**config.mk**
```make
export PLATFORM = sky130hd
export DESIGN_NAME = btb_write_ctrl
export DESIGN_NICKNAME = d
export VERILOG_FILES = /design/src/rtl/btb_write_ctrl.sv
export SDC_FILE = /design/constraint.sdc
export NUM_CORES = 1
export LEC_CHECK = 0
export ABC_AREA = 1
export BUFFER_PORTS_ARGS = -buffer_cell sky130_fd_sc_hd__buf_2
export CORE_UTILIZATION = 61
export DETAILED_ROUTE_END_ITERATION = 7
export GPL_ROUTABILITY_DRIVEN = 0
export HOLD_SLACK_MARGIN = 0.1
export PLACE_DENSITY = 0.83
export SLEW_MARGIN = 20
export SYNTH_ARGS = -nofsm -noshare
export SYNTH_HDL_FRONTEND = slang
export SYNTH_SLANG_ARGS = --single-unit
```
**constraint.sdc**
```tcl
create_clock -name clk -period 11.37 [get_ports clk]
set_clock_uncertainty 0.1 [all_clocks]
set_input_delay 1.7055 -clock clk [delete_from_list [all_inputs] [get_ports clk]]
set_output_delay 1.7055 -clock clk [all_outputs]
set_load 0.03 [all_outputs]
```
**src/rtl/btb_write_ctrl.sv**
```systemverilog
// Purpose : BTB write controller. It merges two branch-lane update requests into one
//           registered BTB write port, and it walks the whole BTB to invalidate it after
//           reset or flush.
// Latency : 1 cycle from request to btb_wen when the queue is empty. Otherwise the
//           request waits behind the queued entries, one write per cycle.
// Backpres: none. Requests that do not fit in the DEPTH-entry queue are discarded
//           (newest first) and flagged on drop.
//
// Ports:
//   clk, rst_n                 single clock, synchronous active-low reset
//   req{0,1}_wen/_addr/_data   lane 0 (older) / lane 1 (younger) BTB update requests
//   flush                      restart the full-BTB invalidation walk
//   btb_wen/_addr/_data        registered BTB write port
//   busy                       invalidation walk in progress
//   drop                       one or more requests discarded this cycle
//   drop_count                 saturating count of discarded requests
//                              (only when BTB_WCTRL_STATS_EN is defined, else 0)
module btb_write_ctrl #(
  parameter int DEPTH = 4
) (
  input  logic        clk,
  input  logic        rst_n,
  input  logic        req0_wen,
  input  logic [10:0] req0_addr,
  input  logic [15:0] req0_data,
  input  logic        req1_wen,
  input  logic [10:0] req1_addr,
  input  logic [15:0] req1_data,
  input  logic        flush,
  output logic        btb_wen,
  output logic [10:0] btb_addr,
  output logic [15:0] btb_data,
  output logic        busy,
  output logic        drop,
  output logic [15:0] drop_count
);

  localparam int PW = $clog2(DEPTH);
  localparam int OW = PW + 1;

  localparam logic [0:0] ST_CLEAR = 1'b0;
  localparam logic [0:0] ST_RUN   = 1'b1;

  logic [0:0]    state;
  logic [10:0]   clr_idx;
  logic [10:0]   q_addr [DEPTH];
  logic [15:0]   q_data [DEPTH];
  logic [PW-1:0] head;
  logic [PW-1:0] tail;
  logic [OW-1:0] occ;

  logic          merge;
  logic          v0;
  logic          v1;
  logic          has_head;
  logic          run_ok;
  logic [10:0]   byp_addr;
  logic [15:0]   byp_data;
  logic          c0_vld;
  logic          c1_vld;
  logic [10:0]   c0_addr;
  logic [15:0]   c0_data;
  logic [10:0]   c1_addr;
  logic [15:0]   c1_data;
  logic [OW-1:0] space;
  logic          acc0;
  logic          acc1;
  logic [1:0]    n_drop;

  // When both lanes hit the same index, the younger lane's data wins.
  // The older request is absorbed quietly and is not counted as dropped.
  assign merge    = req0_wen & req1_wen & (req0_addr == req1_addr);
  assign v0       = req0_wen & ~merge;
  assign v1       = req1_wen;
  assign has_head = (occ != '0);
  assign run_ok   = (state == ST_RUN) & ~flush;

  // The oldest incoming request goes straight to the output only when the queue is empty.
  assign byp_addr = v0 ? req0_addr : req1_addr;
  assign byp_data = v0 ? req0_data : req1_data;

  // c0/c1 are the requests offered to the queue this cycle, in lane order.
  always_comb begin
    c0_vld  = 1'b0;
    c1_vld  = 1'b0;
    c0_addr = req1_addr;
    c0_data = req1_data;
    c1_addr = req1_addr;
    c1_data = req1_data;
    if (has_head) begin
      c0_vld = v0 | v1;
      c1_vld = v0 & v1;
      if (v0) begin
        c0_addr = req0_addr;
        c0_data = req0_data;
      end
    end else begin
      // Lane 0 took the bypass, so only lane 1 is left for the queue.
      c0_vld = v0 & v1;
    end
  end

  // The head leaves the queue on this same edge, so its slot is free for an incoming entry.
  assign space  = OW'(DEPTH) - occ + OW'(has_head);
  assign acc0   = c0_vld & (space != '0);
  assign acc1   = c1_vld & (space >= OW'(2));
  assign n_drop = 2'(c0_vld & ~acc0) + 2'(c1_vld & ~acc1);
  assign drop   = rst_n & run_ok & (n_drop != 2'd0);

  // Queue storage. Pointers wrap naturally because DEPTH is a power of two.
  always_ff @(posedge clk) begin
    if (rst_n && run_ok) begin
      if (acc0) begin
        q_addr[tail] <= c0_addr;
        q_data[tail] <= c0_data;
      end
      if (acc1) begin
        q_addr[tail + PW'(1)] <= c1_addr;
        q_data[tail + PW'(1)] <= c1_data;
      end
    end
  end

  always_ff @(posedge clk) begin
    if (!rst_n) begin
      state    <= ST_CLEAR;
      clr_idx  <= '0;
      head     <= '0;
      tail     <= '0;
      occ      <= '0;
      btb_wen  <= 1'b0;
      btb_addr <= '0;
      btb_data <= '0;
      busy     <= 1'b1;
    end else if (flush) begin
      state   <= ST_CLEAR;
      clr_idx <= '0;
      head    <= '0;
      tail    <= '0;
      occ     <= '0;
      btb_wen <= 1'b0;
      busy    <= 1'b1;
    end else if (state == ST_CLEAR) begin
      btb_wen  <= 1'b1;
      btb_addr <= clr_idx;
      btb_data <= '0;
      busy     <= 1'b1;
      clr_idx  <= clr_idx + 11'd1;
      if (clr_idx == 11'h7FF) begin
        state <= ST_RUN;
      end
    end else begin
      busy <= 1'b0;
      if (has_head) begin
        btb_wen  <= 1'b1;
        btb_addr <= q_addr[head];
        btb_data <= q_data[head];
        head     <= head + PW'(1);
      end else if (v0 | v1) begin
        btb_wen  <= 1'b1;
        btb_addr <= byp_addr;
        btb_data <= byp_data;
      end else begin
        btb_wen <= 1'b0;
      end
      tail <= tail + PW'(acc0) + PW'(acc1);
      occ  <= occ - OW'(has_head) + OW'(acc0) + OW'(acc1);
    end
  end

`ifdef BTB_WCTRL_STATS_EN
  logic [15:0] cnt;
  logic [16:0] cnt_sum;

  assign cnt_sum = {1'b0, cnt} + 17'(n_drop);

  always_ff @(posedge clk) begin
    if (!rst_n) begin
      cnt <= '0;
    end else if (drop) begin
      cnt <= cnt_sum[16] ? 16'hFFFF : cnt_sum[15:0];
    end
  end

  assign drop_count = cnt;
`else
  assign drop_count = 16'h0000;
`endif

endmodule

```
# Word level (Yosys, flattened, before mapping)
# Memory sizes are Yosys's and may differ from the RTL's. A register that Yosys moved wholly into a read port is not among the register bits.
# Index checks and enable logic that the tools add are counted.
# W data, S select, Z words.
dict set report totals {
  ff_bits 48
  ram_bits 108
  in_bits 59
  output_inout_bits 46
  word_cells 78
  memories 2
}
dict set report op_classes {
  addsub 11
  magnitude_cmp 1
  eq_ne 3
  n_mux 28
  n_bitwise 17
  reduce_logical 7
}
# name words word_bits read_ports rd_clocked_by_memory_dff wr line_no
set mem_list {}
lappend mem_list {q_data 4 16 1 1 2 47} ;# logic [15:0] q_data [DEPTH];
lappend mem_list {q_addr 4 11 1 1 2 46} ;# logic [10:0] q_addr [DEPTH];
# op n
set ops {}
lappend ops {{$mux W16} 5}
lappend ops {{$mux W11} 5}
lappend ops {{$mux W1} 14}
lappend ops {{$add A11 B1 Y11 const B} 1}
lappend ops {{$eq A11 B11 Y1} 1}
lappend ops {{$eq A11 B11 Y1 const B} 1}
lappend ops {{$add A3 B1 Y3} 3}
lappend ops {{$and A1 B1 Y1} 9}
lappend ops {{$mux W2} 4}
lappend ops {{$reduce_bool A3 Y1} 2}
lappend ops {{$add A2 B1 Y2} 2}
lappend ops {{$add A2 B1 Y2 const B} 2}
lappend ops {{$and A1 B2 Y2} 2}
lappend ops {{$not A1 Y2} 2}
lappend ops {{$reduce_and A2 Y1} 2}
lappend ops {{$ge A3 B2 Y1 const B} 1}
lappend ops {{$ne A3 B1 Y1 const B} 1}
lappend ops {{$not A1 Y1} 3}
lappend ops {{$sub A3 B1 Y3} 1}
lappend ops {{$sub A3 B3 Y3 const A} 1}
lappend ops {{$add A2 B2 Y2} 1}
lappend ops {{$reduce_bool A2 Y1} 1}
lappend ops {{$reduce_or A2 Y1} 1}
lappend ops {{$logic_and A1 B1 Y1} 1}
lappend ops {{$or A1 B1 Y1} 1}

# Depth between registers and ports, before layout
dict set report depth {
  word_depth 12
  mapped_depth 18
  depth_no_buf 18
}

# Least setup slack after synthesis
# Ideal clock, no wire load.
dict set report synth_timing {
  kind {input to register}
  from {input rst_n}
  to {memory q_addr[0][0], enable pin}
  setup_ps 449
  t_arrival_ps 4609
  required_ps 10821
  setup_slack_ps 6213
  stages 7
  path_buffers 1
  path_cell_list {inv_2 -> nor2_2 -> inv_2 -> nor2_4 -> buf_2 -> nand4_1 -> o21ai_0}
}
# item line_no
set synth_lines {}
lappend synth_lines {{start: declaration} 22} ;# input logic rst_n,
lappend synth_lines {{end: declaration} 46}

# Worst setup path after layout
dict set report layout_timing {
  from {input rst_n}
  to {output drop}
}
dict set report layout_between {
  elab_chain_len 2
}
# item line_no
set layout_lines {}
lappend layout_lines {{$and A1 B1 Y1 (2 in series)} 108} ;# assign drop = rst_n & run_ok & (n_drop != 2'd0);
lappend layout_lines {{end: declaration} 34} ;# output logic drop,
# Every way passes these cells.

==> flow_summary_export.csv <==
group,metric,value,unit
sta,min_period,5.405,ns
synthesis,synth_cells,1231,
min_path,hp-class,"reg2reg",
clock_network,cts_resized,0,
clock_network,clock_latency,0.43,ns
worst_setup_path,cpPeakStageDelay,0.40,ns
floorplan,dieArea,15850,um2
synthesis,ys_seq_area_frac,0.4534,
layout,stdcell_count,1457,
grt,grt_max_degree,103,
worst_setup_path,path_max_fanout,17,
clock_network,clk_transition_reported_paths,0.06,ns
worst_setup_path,cp.required,9.56,ns
floorplan,dieWidth,125.9,um
route,wl_per_cell,18.36,um
layout,n_fill_cell,1207,
clock_network,clock_sinks,158,
layout,nNetsFinal,1326,
sta,whs,0.3619,ns
floorplan,start_util,0.6345,
run,drv_cap,0,
route,drt_iter0_markers,1379,
synthesis,synth_top_cell_by_area,"edfxtp_1",
power_and_ir_drop,leakage,4.430,nW
worst_setup_path,start_kind,"primary input",
route,firstDrtPassIters,5,
clock_network,max-clock-path-buffers,2,
clock_network,cts_buffers,17,
sta,report.final.slew_viol_count,0,
clock_network,ctsHtreeMaxLevel,4,
synthesis,synth-seq-cells,158,
route,ant_nets,0,
synthesis,synthTopCellsByArea,"edfxtp_1 35%, nand2_1 17%, dfxtp_1 11%",
place,place_worst_setup_slack,5.745,ns
grt,grt_pass1_wl,43.13,mm
grt,antenna_found_initial,0,
floorplan,core,14750,um2
worst_setup_path,crit_type,"in2out",
clock_network,post_cts_buffers,0,
outcome,status,"complete, no violations",
route,drt-total-wl,26.76,mm
place,dpl.cell_count,1425,
power_and_ir_drop,ir_drop,0.1185,mV
layout,multiInputGateArea,4427,um2
sta,final_hold_viol_count,0,
worst_setup_path,cp_slowest_cell,"nor2_4",
floorplan,ioPinCount,105,
worst_setup_path,crit_family,"buffers and inverters",
synthesis,synth_cell_types,44,
worst_setup_path,cp_cell_sequence,"buf_2 > inv_2 > nor2_2 > inv_2 > nor2_4 > inv_1 > a21oi_1 > buf_2",
worst_setup_path,critPathBufInv,5,
sta,setup_viol,0,
sta,final.setup.worst_slack,5.965,ns
synthesis,synth.cell_area,9361,um2
worst_setup_path,cp-end-kind,"output pin",
clock_network,cts_hold_buf,0,
clock_network,cts_root_buffer,"clkbuf_16",
route,drc,0,
layout,layout-drive-gt1-share,0.1241,
place,dp_hpwl,16.51,mm
sta,maxSlewHeadroom,0.3342,
route,vias,9051,
floorplan,rows,44,
synthesis,synth_top_area_share,0.3464,
sta,tightest_slew,0.9987,ns
sta,max_freq,185.0,MHz
route,routed_via_density,6.212,
worst_setup_path,arrival,3.60,ns
synthesis,synth_area_per_cell,7.605,um2
power_and_ir_drop,powerDensity,128.1,nW/um2
grt,grt_pass1_vias,8438,
grt,grt_remaining_overflow,0,
grt,grt_usage,0.3532,
sta,tns,0,ns
layout,regArea,4244,um2
sta,post-route-period-util,0.4754,
layout,finish.utilization,0.6966,
sta,rsz0062_at_grt,"no",
floorplan,die_h,125.9,um
place,io_buffers,88,
synthesis,synth_warnings,0,
layout,area_growth,9.784,%
clock_network,cts_tree,"yes",
layout,n_antenna_cell,0,
## cell families after synthesis
logic type,synth area share
fa+ha+maj,0.01176
buf+inv,0.08273
compound gates,0.1069
flops,0.4534
mux,0.001069
other cells,0.0004006
xor+xnor,0.003742
simple gates,0.3400
## cell usage in the layout (no fill, tap or decap), types with 16 or more instances in the layout
master     netlist  routed
clkbuf_16        0      17
buf_2           37      88
dfxtp_1         50      50
conb_1           1      16
o21ai_0         85      82
nand3_1         67      67
inv_1           52      52
edfxtp_1       108     108
a21oi_1         49      49
nand4_1        113     113
nand2_1        419     419
nor2_1         100      97
## path summary, 6_finish.rpt
path	endpoint	start	slack, ns	cells after the start
min	btb_data[15]	btb_data[15]	0.36	2
max	drop	rst_n	5.96	8
max reg2reg	occ[2]	occ[0]	6.70	16
min reg2reg	btb_data[15]	btb_data[15]	0.36	2
## registers in the layout, summed over array words and instances (netlist names), named ones only
name / flops
btb_data: 16
btb_addr: 11
clr_idx: 11
busy: 1
occ: 3
q_addr: 44
state: 1
btb_wen: 1
q_data: 64
tail: 2
head: 2
## metal layers
layer,track usage,wire [um],vias to the layer above
li1,-,-,4259
met1,0.4724,10240,4123
met2,0.5609,12500,605
met3,0.06415,3302,64
met4,0.1630,713,0
met5,0,0,-
## layout make-up
| class | instances | area share |
|---|---|---|
| inverters | 62 | 0.02264 |
| well taps | 184 | 0.02240 |
| clock buffers | 25 | 0.04626 |
| flip-flops and latches | 158 | 0.4130 |
| multi-input cells | 921 | 0.4307 |
| clock inverters | 7 | 0.01339 |
| repair buffers | 100 | 0.05162 |
## per-stage QoR
| step | total power (W) | instance area (um2) |
|---|---|---|
| after floorplan | 0.0007002 | 9418 |
| after global placement | 0.0007259 | 9664 |
| after detailed placement | 0.0007284 | 9664 |
| after CTS | 0.001316 | 10280 |
| after global routing | 0.001351 | 10280 |
| final | 0.001317 | 10280 |
## synth_stat cells, drive strengths merged
library cell and n:
o31ai 1, nand4 114, a221oi 1, conb 1
nand3b 2, inv 60, ha 4, o22ai 11
o221a 16, xnor2 4, a211oi 2, clkinv 2
a21boi 1, nor3b 2, dfxtp 50, nor3 5
nand3 72, a31oi 2, a21oi 49, nor2 103
o21a 1, mux2i 1, clkbuf 41, o21ai 86
edfxtp 108, and2 1, a22o 1, fa 3
nand2 422, o41ai 1, buf 64
## worst reg2reg max path, stage by stage (launching register included)
cell and delay [ns]:
dfxtp_1 0.37, nor3_2 0.50, buf_4 0.55, ha_1 0.25, inv_1 0.04, ha_1 0.17
xnor2_1 0.21, nand2_1 0.07, a21oi_1 0.26, nor2_4 0.17, buf_4 0.45, fa_1 0.55
fa_1 0.41, a21oi_1 0.16, o21a_1 0.15, o21ai_0 0.07, a21oi_1 0.12
## power breakdown
group	internal, W	switching [W]	leakage (nW)	total (W)
Sequential	0.000616	0.00000163	1.38	0.000617
Clock	0.000379	0.000220	0.295	0.000598
Combinational	0.0000304	0.0000709	2.76	0.000101
(Power assumes the default switching activity.)
